## config.mk

```make
export PLATFORM = sky130hd
export DESIGN_NAME = instr_issue_queue
export DESIGN_NICKNAME = d
export VERILOG_FILES = /design/src/rtl/instr_issue_queue.sv
export SDC_FILE = /design/constraint.sdc
export NUM_CORES = 1
export LEC_CHECK = 0
export ABC_AREA = 1
export BUFFER_PORTS_ARGS = -buffer_cell sky130_fd_sc_hd__buf_2
export CAP_MARGIN = 10
export CORE_ASPECT_RATIO = 0.7
export CORE_MARGIN = 3
export CORE_UTILIZATION = 30
export CTS_CLUSTER_DIAMETER = 150
export DETAILED_ROUTE_END_ITERATION = 8
export GPL_ROUTABILITY_DRIVEN = 1
export HOLD_SLACK_MARGIN = 0.05
export PLACE_DENSITY = 0.57
export SLEW_MARGIN = 20
export SYNTH_ARGS = -nofsm -noshare
export SYNTH_HDL_FRONTEND = slang
export SYNTH_SLANG_ARGS = --single-unit
```

## constraint.sdc

```tcl
create_clock -name clk -period 5 [get_ports clk]
set_clock_uncertainty 0.2 [all_clocks]
set_input_delay 1 -clock clk [delete_from_list [all_inputs] [get_ports clk]]
set_output_delay 1 -clock clk [all_outputs]
set_load 0.01 [all_outputs]
```

## src/rtl/instr_issue_queue.sv

```systemverilog
// rtl/instr_issue_queue.sv - dual-slot instruction issue queue with enqueue-time predecode
// Circular buffer fed two fetch slots per cycle, issues up to two decoded-compatible instructions.
module instr_issue_queue #(
  parameter int DEPTH = 8,
  parameter int AW    = 32
) (
  input  logic                       clk,
  input  logic                       rst,
  input  logic                       flush_i,
  input  logic [1:0]                 in_valid_i,
  input  logic [63:0]                in_instr_i,
  input  logic [AW-1:0]              in_pc_i,
  output logic                       in_ready_o,
  input  logic                       out_ready_i,
  output logic [1:0]                 out_valid_o,
  output logic [63:0]                out_instr_o,
  output logic [2*AW-1:0]            out_pc_o,
  output logic [1:0]                 out_branch_o,
  output logic [$clog2(DEPTH):0]     count_o
);

  localparam int PW = $clog2(DEPTH);
  localparam int CW = PW + 1;

  // Returns {priv, mem, br} for one instruction word.
  function automatic logic [2:0] predecode(input logic [31:0] ins);
    logic [5:0] op;
    logic [5:0] fn;
    logic       br;
    logic       mem;
    logic       priv;
    op   = ins[31:26];
    fn   = ins[5:0];
    br   = (op >= 6'h01 && op <= 6'h07) || (op == 6'h00 && (fn == 6'h08 || fn == 6'h09));
    mem  = (op[5:4] == 2'b10);
    priv = (op == 6'h10) || (op == 6'h00 && (fn == 6'h0C || fn == 6'h0D));
    return {priv, mem, br};
  endfunction

  logic [31:0]    instr_q [DEPTH];
  logic [AW-1:0]  pc_q    [DEPTH];
  logic [DEPTH-1:0] br_q;
  logic [DEPTH-1:0] mem_q;
  logic [DEPTH-1:0] priv_q;

  logic [PW-1:0]  head;
  logic [PW-1:0]  tail;
  logic [CW-1:0]  count;

  logic [PW-1:0]  head1;
  logic [PW-1:0]  tail1;
  logic           enq;
  logic [1:0]     enq_n;
  logic [1:0]     deq_n;
  logic           pair_ok;
  logic [2:0]     pd0;
  logic [2:0]     pd1;

  assign head1 = head + 1'b1;
  assign tail1 = tail + 1'b1;

  // Ready looks only at the registered count so fetch never depends on decode's handshake.
  assign in_ready_o = (count <= CW'(DEPTH - 2));
  assign enq        = in_ready_o && in_valid_i[0];
  assign enq_n      = enq ? (in_valid_i[1] ? 2'd2 : 2'd1) : 2'd0;

  assign pair_ok = !br_q[head] && !priv_q[head] && !br_q[head1] && !priv_q[head1] &&
                   !(mem_q[head] && mem_q[head1]);

  assign out_valid_o[0] = (count != '0);
  assign out_valid_o[1] = (count >= CW'(2)) && pair_ok;
  assign deq_n          = out_ready_i ? ({1'b0, out_valid_o[0]} + {1'b0, out_valid_o[1]}) : 2'd0;

  assign out_instr_o  = {instr_q[head1], instr_q[head]};
  assign out_pc_o     = {pc_q[head1], pc_q[head]};
  assign out_branch_o = {out_valid_o[1] & br_q[head1], out_valid_o[0] & br_q[head]};
  assign count_o      = count;

  assign pd0 = predecode(in_instr_i[31:0]);
  assign pd1 = predecode(in_instr_i[63:32]);

  always_ff @(posedge clk or posedge rst) begin
    if (rst) begin
      head  <= '0;
      tail  <= '0;
      count <= '0;
    end else if (flush_i) begin
      head  <= '0;
      tail  <= '0;
      count <= '0;
    end else begin
      head  <= head + PW'(deq_n);
      tail  <= tail + PW'(enq_n);
      count <= count + CW'(enq_n) - CW'(deq_n);
    end
  end

  // Entry payload carries no reset; stale contents are unreachable once pointers clear.
  always_ff @(posedge clk) begin
    if (enq && !flush_i) begin
      instr_q[tail] <= in_instr_i[31:0];
      pc_q[tail]    <= in_pc_i;
      br_q[tail]    <= pd0[0];
      mem_q[tail]   <= pd0[1];
      priv_q[tail]  <= pd0[2];
      if (in_valid_i[1]) begin
        instr_q[tail1] <= in_instr_i[63:32];
        pc_q[tail1]    <= in_pc_i + AW'(4);
        br_q[tail1]    <= pd1[0];
        mem_q[tail1]   <= pd1[1];
        priv_q[tail1]  <= pd1[2];
      end
    end
  end

endmodule
```

Word-level counts from Yosys, hierarchy flattened
Memories as Yosys holds them, arrays and structs flattened.
Cells that the tools add are included.

word-level totals
  flip-flop bits (word level) = 34
  memories = 2
  output and inout port bits = 137
  bits in writable memories = 512

memories
  memory   depth  bits a word  rd ports  clocked after memory_dff  write ports  RTL line  source
  instr_q  8      32           2         0                         2            40        logic [31:0] instr_q [DEPTH];
  pc_q     8      32           2         0                         2            41        logic [AW-1:0] pc_q [DEPTH];

cells by class
  mux-type cells = 36
  bitwise operators = 2
  reduce and logical (&&, ||, !) cells = 33
  equality and inequality tests = 12
  add/sub/neg operators = 8
  magnitude comparators = 12

operators by type and width
  operator                                                    count
  bitwise mux 8 bit                                           6
  == test 6 x 4 -> 1 bit, second input constant               8
  adder 32 x 3 -> 32 bit, second input constant               1
  2-to-1 mux 8 bit                                            3
  binary-select mux 1 bit (select 3 bit)                      6
  logical AND 1 bit                                           16
  less-than comparator 3 x 4 -> 1 bit, second input constant  4
  2-to-1 mux 1 bit                                            13
  == test 6 x 5 -> 1 bit, second input constant               2
  >= comparator 6 x 1 -> 1 bit, second input constant         2
  <= comparator 6 x 3 -> 1 bit, second input constant         2
  zero test 6 bit                                             2
  logical OR 1 bit                                            8
  adder 3 x 1 -> 3 bit, second input constant                 2
  adder 3 x 2 -> 3 bit                                        2
  demux 1 bit (select 3 bit)                                  2
  >= comparator 3 x 1 -> 1 bit, second input constant         2
  zero test 1 bit                                             6
  2-to-1 mux 2 bit                                            3
  2-to-1 mux 3 bit                                            2
  adder 4 x 2 -> 4 bit                                        1
  == test 2 bit, second input constant                        2
  >= comparator 4 x 2 -> 1 bit, second input constant         1
  <= comparator 4 x 3 -> 1 bit, second input constant         1
  other kinds (5)                                             6

Depth between registers and ports, before layout
Gate-level depths: netlist (run 1).

  word-level depth = 12
  gate-level depth with buffers = 21
  mapped depth without buffers = 19

Worst setup path after synthesis (run 1)
OpenSTA, ideal clock, no wires.

  path kind = in2reg
  from = input port flush_i
  to = memory instr_q[3][0], enable pin
  cell stages on the path = 4
  arrival time = 5.050 ns
  library setup time = 0.507 ns
  setup slack = -0.757 ns
  path buffers = 1
  required time = 4.293 ns
  cell sequence = buf_2 -> nor2_8 -> inv_1 -> a21oi_1

RTL lines
  element      RTL line  source
  from (decl)  9         input logic flush_i,
  to (decl)    40

Final worst setup path (run 1)
  from = register head[0]
  to = output port out_pc_o[14]

between the ends
  longest elaborated chain between the ends = 1

RTL lines
  element                   RTL line  source
  from (decl)               46        logic [PW-1:0] head;
  from (signal assigned)    92        head <= head + PW'(deq_n);
  memory read (8 x 32 bit)  --
  to (decl)                 17        output logic [2*AW-1:0] out_pc_o,

No other way between the ends.

==> results.toml, run 1 <==
[clocking]
cts_setup_buffers = 0
hold_buffers = 0
cts.clk_slew.worst_paths_ns = 0.06
cts_sinks = 546
cts-root-buf = "clkbuf_16"
clockBufferDepth = 3
cts_resized = 0
worstSkewPairLatency_ns = 0.62
cts_tree = "done"
h-tree-depth = 3
cts_made_buffers = 66

[power]
internal_power_uw = 10600
clkPwrFrac_pct = 25.7
switchingPower_uw = 7750
seqPwrFrac_pct = 29.7
switching_share_pct = 42.3
p_leak_uw = 0.0152
p_per_area_mw_per_mm2 = 483
total_power_uw = 18300
vdd_ir_drop_max_mv = 0.373
p_comb_share_pct = 44.6

[setup_path]
r2r_start = "head[0]"
critPathMaxFanout = 256
crit_path_start_kind = "flip-flop"
r2r_cells = 19
reg2reg_setup_slack_ns = 1.00
criticalPathCategory = "flip-flop to output pin"
crit_arrival_ns = 3.48
timing.rr.end = "count_o[3]"
worstSetupStartpoint = "head[0]"
end_kind = "output pin"
required_ns = 3.80

[yosys]
ys_warn_count = 0
synth_top_family_by_area = "simple AND/OR/NAND/NOR gates"
synth_mux_area_share_pct = 0
synthesis.nets = 4526
yosys-top-cells-area = "edfxtp_1, nand2_1, o21ai_0"
syn_inst = 4408
ys_seq_area_share_pct = 48.4
syn_area_per_cell_sq_um = 7.67
yosys.area.top_type = "edfxtp_1"
yosys.area.top_type_share_pct = 47.6
synth_cell_types = 41
synthXorXnorAreaFrac_pct = 0.848
synth_seq_cells = 546
synthAdderAreaFrac_pct = 0.681
synth-simple-area-share_pct = 21.1
synth_compound_area_share_pct = 21.1
async_flop_share_pct = 1.83
synthFlopType = "edfxtp_1"
netlist_area_sq_mm = 0.0338
synth_edf_count = 536

[routing]
via_count = 31151
drt_wl_total_um = 125000
vias_per_cell = 5.21
first_pass_iters = 6
drc = 0
wl_per_cell_um = 21.0
drt-initial-drc-count = 3862
antenna_left = 0

[finish]
regArea_sq_mm = 0.0164
fillerInstances = 11569
fin_area_sq_mm = 0.0380
area_growth_pct = 12.4
multi_input_area_sq_mm = 0.0149
drive_above_1_share_pct = 10.2
nets = 4535

[global_route]
grtUsageMet2_pct = 30.9
grt_overflow = 0
track_usage_pct = 20.8
busiest_layer = "met2"
grt_util_met1_pct = 30.5
grt_first_pass_wirelength_um = 186000
antenna_found_initial = 21
grt_util_met3_pct = 3.78
grt_start_max_net_pins = 257
grt_pass1_vias = 28589

[die]
core_sq_mm = 0.111
rows = 102
ios = 239
die_h_um = 287
start_util_pct = 30.4
dieArea_sq_mm = 0.117
die_width_um = 407

[timing]
period_share_pct = 93.6
rsz0062_at_grt = "no"
tightest_slew_ns = 1.13
clock.fmax_mhz = 214
hold_violations = 0
maxSlewViolCount = 0
fin_hold_ws_ns = 0.229
fin_crit_ns = 4.68
slew_headroom_pct = 24.9
setup_viol = 0
fin_setup_tns_ns = 0

[place]
gp_congestion = 0.910
portBuffers = 237
place_area_sq_mm = 0.0359
hpwlAfterDp_um = 74500

[min_path]
hold_path.class = "input pin to async pin"

[job]
maxCapViolCount = 0

[outcome]
status = "finished clean"
[metal layers]
layer  part of all wire (%)  routed length [um]
met5                  0.051                  64
met4                    2.7                3390
met3                    9.3               11600
met1                     46               57200
met2                     42               53000
[through the flow]
stage	setup WS (ns)	utilization [%]	instances
5_1_grt	0.0401	34.2	5978
3_3_place_gp	0.941	32.3	5857
4_1_cts	0.294	34.2	5969
3_5_place_dp	0.987	32.3	5857
2_1_floorplan	-0.757	-	4408
6_report	0.318	34.2	5980
[worst max-delay path, stage by stage (launching register included)]
cell and delay [ns]:
dfrtp_4 0.49, buf_12 0.69, buf_4 0.84, nor2_1 0.11
nor2_1 0.11, o21ai_0 0.09, nand3_1 0.11, o21a_1 0.15
buf_2 0.14
[registers in the layout, indices dropped and copies added, names as in the netlist]
| name | cells |
|---|---|
| instr_q | 256 |
| pc_q | 256 |
| br_q | 8 |
| mem_q | 8 |
| priv_q | 8 |
| count_o | 4 |
| head | 3 |
| tail | 3 |
[cell usage in the layout, fill, tap and decap left out, types with 66 or more instances in the layout]
| cell | n |
|---|---|
| a21oi_1 | 273 |
| edfxtp_1 | 536 |
| o21ai_1 | 128 |
| inv_1 | 246 |
| nand2_1 | 1246 |
| clkbuf_16 | 66 |
| o21ai_0 | 907 |
| buf_2 | 237 |
| nand3_1 | 116 |
| nor2_1 | 405 |
[Yosys cell counts (all sizes together) (2+ instances only)]
cell    count
o21ai    1035
o211ai      7
nor2      427
clkinv      4
o22ai       2
xnor2       3
ha         12
edfxtp    536
xor2       22
nand3b      2
clkbuf    185
buf       171
dfrtp      10
inv       259
nor3        5
nand3     117
o21a       64
a21oi     276
nand4       3
nand2    1259
fa          4
[layout make-up]
cell class | count | share of cell area, %
diodes | 11 | 0.0725
repair buffers | 297 | 4.77
clock buffers | 84 | 4.55
inverters | 263 | 2.63
multi-input cells | 3243 | 39.1
flip-flops and latches | 546 | 43.0
clock inverters | 28 | 0.846
well taps | 1508 | 4.97
[worst max path at each step]
stage,to,slack [ns],depth (start not counted)
finish,out_pc_o[14],0.32,8
global route,out_pc_o[46],0.04,7
CTS,out_pc_o[2],0.29,8
detailed placement,out_pc_o[2],0.99,8
global placement,count_o[3],0.94,19
floorplan,instr_q[3][0],-0.76,4
[cells by family after synthesis]
logic type | Yosys count
adder cells (fa/ha/maj) | 16
AND/OR/NAND/NOR | 1816
XOR/XNOR | 25
AO/OA/AOI/OAI | 1385
other | 1
buffers and inverters | 619
flip-flops | 546
[power groups by stage]
stage               Clock (uW)  Combinational, uW  Sequential, uW
finish                    4710               8170            5450
global route              4980               9040            5470
CTS                       4810               8130            5450
detailed placement           0               8100            5540
global placement             0               8060            5540
floorplan                    0               5190            5520
Power figures use the tool's default switching activity.
==> run 2: changes to the inputs <==
--- a/config.mk
+++ b/config.mk
@@ -5,7 +5,6 @@
 export SDC_FILE = /design/constraint.sdc
 export NUM_CORES = 1
 export LEC_CHECK = 0
-export ABC_AREA = 1
 export BUFFER_PORTS_ARGS = -buffer_cell sky130_fd_sc_hd__buf_2
 export CAP_MARGIN = 10
 export CORE_ASPECT_RATIO = 0.7
==> run 2 against run 1 <==
  * Final cell count is 28% lower
  * Area after synthesis decreased by 3.5%
  * Via count shrank 27%
  * Sequential power about the same
  * Sequential share of layout area is 0.69 points higher
  * Power shrank 12%
  * Critical path depth decreased by 2
  * Core utilization increased by 0.74 points
  * Die area shrank 3.5%
  * First-iteration DRC count down 30%
  * Maximum frequency decreased by 0.60%
  * Clock power hardly changed
  * Critical path type unchanged
==> results.toml, run 2 <==
[clocking]
cts_setup_buffers = 0
h-tree-depth = 3
hold_buffers = 0
cts_resized = 0
clockBufferDepth = 3
cts_tree = "done"
cts_made_buffers = 67
cts-root-buf = "clkbuf_16"
cts_sinks = 546
cts.clk_slew.worst_paths_ns = 0.07
worstSkewPairLatency_ns = 0.62

[yosys]
synth.most_common_cell = "nand2_1"
yosys.area.top_type = "edfxtp_1"
syn_area_per_cell_sq_um = 12.0
yosys-top-cells-area = "edfxtp_1, mux4_2, nand2_1"
syn_inst = 2726
ys_seq_area_share_pct = 50.1
yosys.area.top_type_share_pct = 49.4
synth_edf_count = 536
synthFlopType = "edfxtp_1"
synth_cell_types = 54
async_flop_share_pct = 1.83
synthTopCellsByCount = "nand2_1, edfxtp_1, mux4_2"
synth_seq_cells = 546
synthesis.nets = 2844
ys_warn_count = 0
netlist_area_sq_mm = 0.0326

[setup_path]
criticalPathCategory = "flip-flop to output pin"
critPathMaxFanout = 40
crit_arrival_ns = 3.51
crit_path_start_kind = "flip-flop"
end_kind = "output pin"
required_ns = 3.80

[finish]
drive_above_1_share_pct = 29.1
top_regs = "instr_q: 256 flops, pc_q: 256 flops"
nets = 2953
fillerInstances = 10485
final_cell_mix = "nand2_1, edfxtp_1, mux4_2"
regArea_sq_mm = 0.0164
multi_input_area_sq_mm = 0.0151
area_growth_pct = 14.7
instances_no_fill = 4328
final_common_cell = "nand2_1"

[global_route]
grt_overflow = 0
grt_first_pass_wirelength_um = 159000
track_usage_pct = 19.5
antenna_found_initial = 24
grt_start_max_net_pins = 99
grt_pass1_vias = 21975

[die]
rows = 100
core_sq_mm = 0.107
dieArea_sq_mm = 0.113
die_width_um = 400
die_h_um = 282
start_util_pct = 30.4
ios = 239

[job]
maxCapViolCount = 0

[routing]
first_pass_iters = 5
wl_per_cell_um = 25.8
drt_wl_total_um = 112000
antenna_left = 0
drt-initial-drc-count = 2687
via_count = 22743
vias_per_cell = 5.25
drc = 0

[timing]
clock.fmax_mhz = 212
fin_setup_tns_ns = 0
fin_crit_ns = 4.71
period_share_pct = 94.2
tightest_slew_ns = 1.09
rsz0062_at_grt = "no"
setup_viol = 0
maxSlewViolCount = 0
slew_headroom_pct = 27.6
hold_violations = 0

[place]
hpwlAfterDp_um = 68400
portBuffers = 237
gp_congestion = 0.860
place_inst = 4194

[power]
p_per_area_mw_per_mm2 = 432
total_power_uw = 16100
vdd_ir_drop_max_mv = 0.494
p_leak_uw = 0.0131

[min_path]
hold_path.class = "input pin to async pin"

[outcome]
status = "finished clean"
## run 2: cell count changes after synthesis, sizes merged, moves of 102 or more
cell / change
xnor2: +112
a21oi: -270
mux2: +132
nand2: -374
inv: -238
xor2: +102
nor2: -253
mux4: +263
o21ai: -1015
## run 2: metrics by stage
| step | util, % | cell area [sq um] | hold slack [ns] | setup WS, ns |
|---|---|---|---|---|
| finish | 34.9 | 37400 | 0.185 | 0.290 |
| global route | 34.9 | 37400 | 0.213 | 0.160 |
| CTS | 34.9 | 37400 | 0.157 | 0.0812 |
| detailed placement | 32.9 | 35300 | 0.401 | 0.687 |
| global placement | 32.9 | 35300 | 0.414 | 0.576 |
| floorplan | - | 32600 | 0.364 | 0.0545 |
## run 2: path summary, 6_finish.rpt
kind,startpoint,end,slack [ns],cells past startpoint
max,head[0],out_instr_o[62],0.29,6
min,rst,head[1],0.18,2
max reg2reg,head[0],count_o[3],0.65,16
min reg2reg,mem_q[1],mem_q[1],0.42,1
max in group asynchronous,rst,head[2],4.02,2
min in group clk,mem_q[1],mem_q[1],0.42,1
## run 2: worst max-delay path: stages, from the launching register on
cell	delay, ns
dfrtp_4	0.52
ha_4	0.22
xor2_4	0.16
buf_4	0.51
buf_4	0.72
mux2_2	0.47
buf_2	0.16
## run 2: power by group
part           switching (uW)  internal (uW)
clock                    2000           2710
sequential                146           5330
combinational            3130           2820
total                    5280          10900
## run 2: cell type report
type                            instances  area share, %
Timing Repair Buffer                  308           5.11
Tap cell                             1428           4.78
Multi-Input combinational cell       1891           40.5
Inverter                               21          0.211
Clock inverter                         27          0.596
Antenna cell                           13         0.0870
Clock buffer                           94           4.98
Sequential cell                       546           43.7
## run 2: cells by family (layout without fill, tap and decap cells)
group	count (synthesis)	after routing	synth area share [%]
AND/OR/NAND/NOR	1179	1179	14.7
adder cells (fa/ha/maj)	16	16	0.706
XOR/XNOR	239	239	6.44
buffers and inverters	289	450	3.92
multiplexers	398	398	22.8
flip-flops	546	546	50.1
AO/OA/AOI/OAI	58	58	1.27
other	1	14	0.0115
## run 2: per-layer routing
metal / part of all wire, % / GRT usage (%) / vias up
met5: 0.088 / 0 / -
met3: 11 / 5.71 / 167
li1: - / - / 9965
met2: 44 / 28.9 / 1146
met1: 44 / 28.2 / 11449
met4: 1.9 / 4.42 / 16
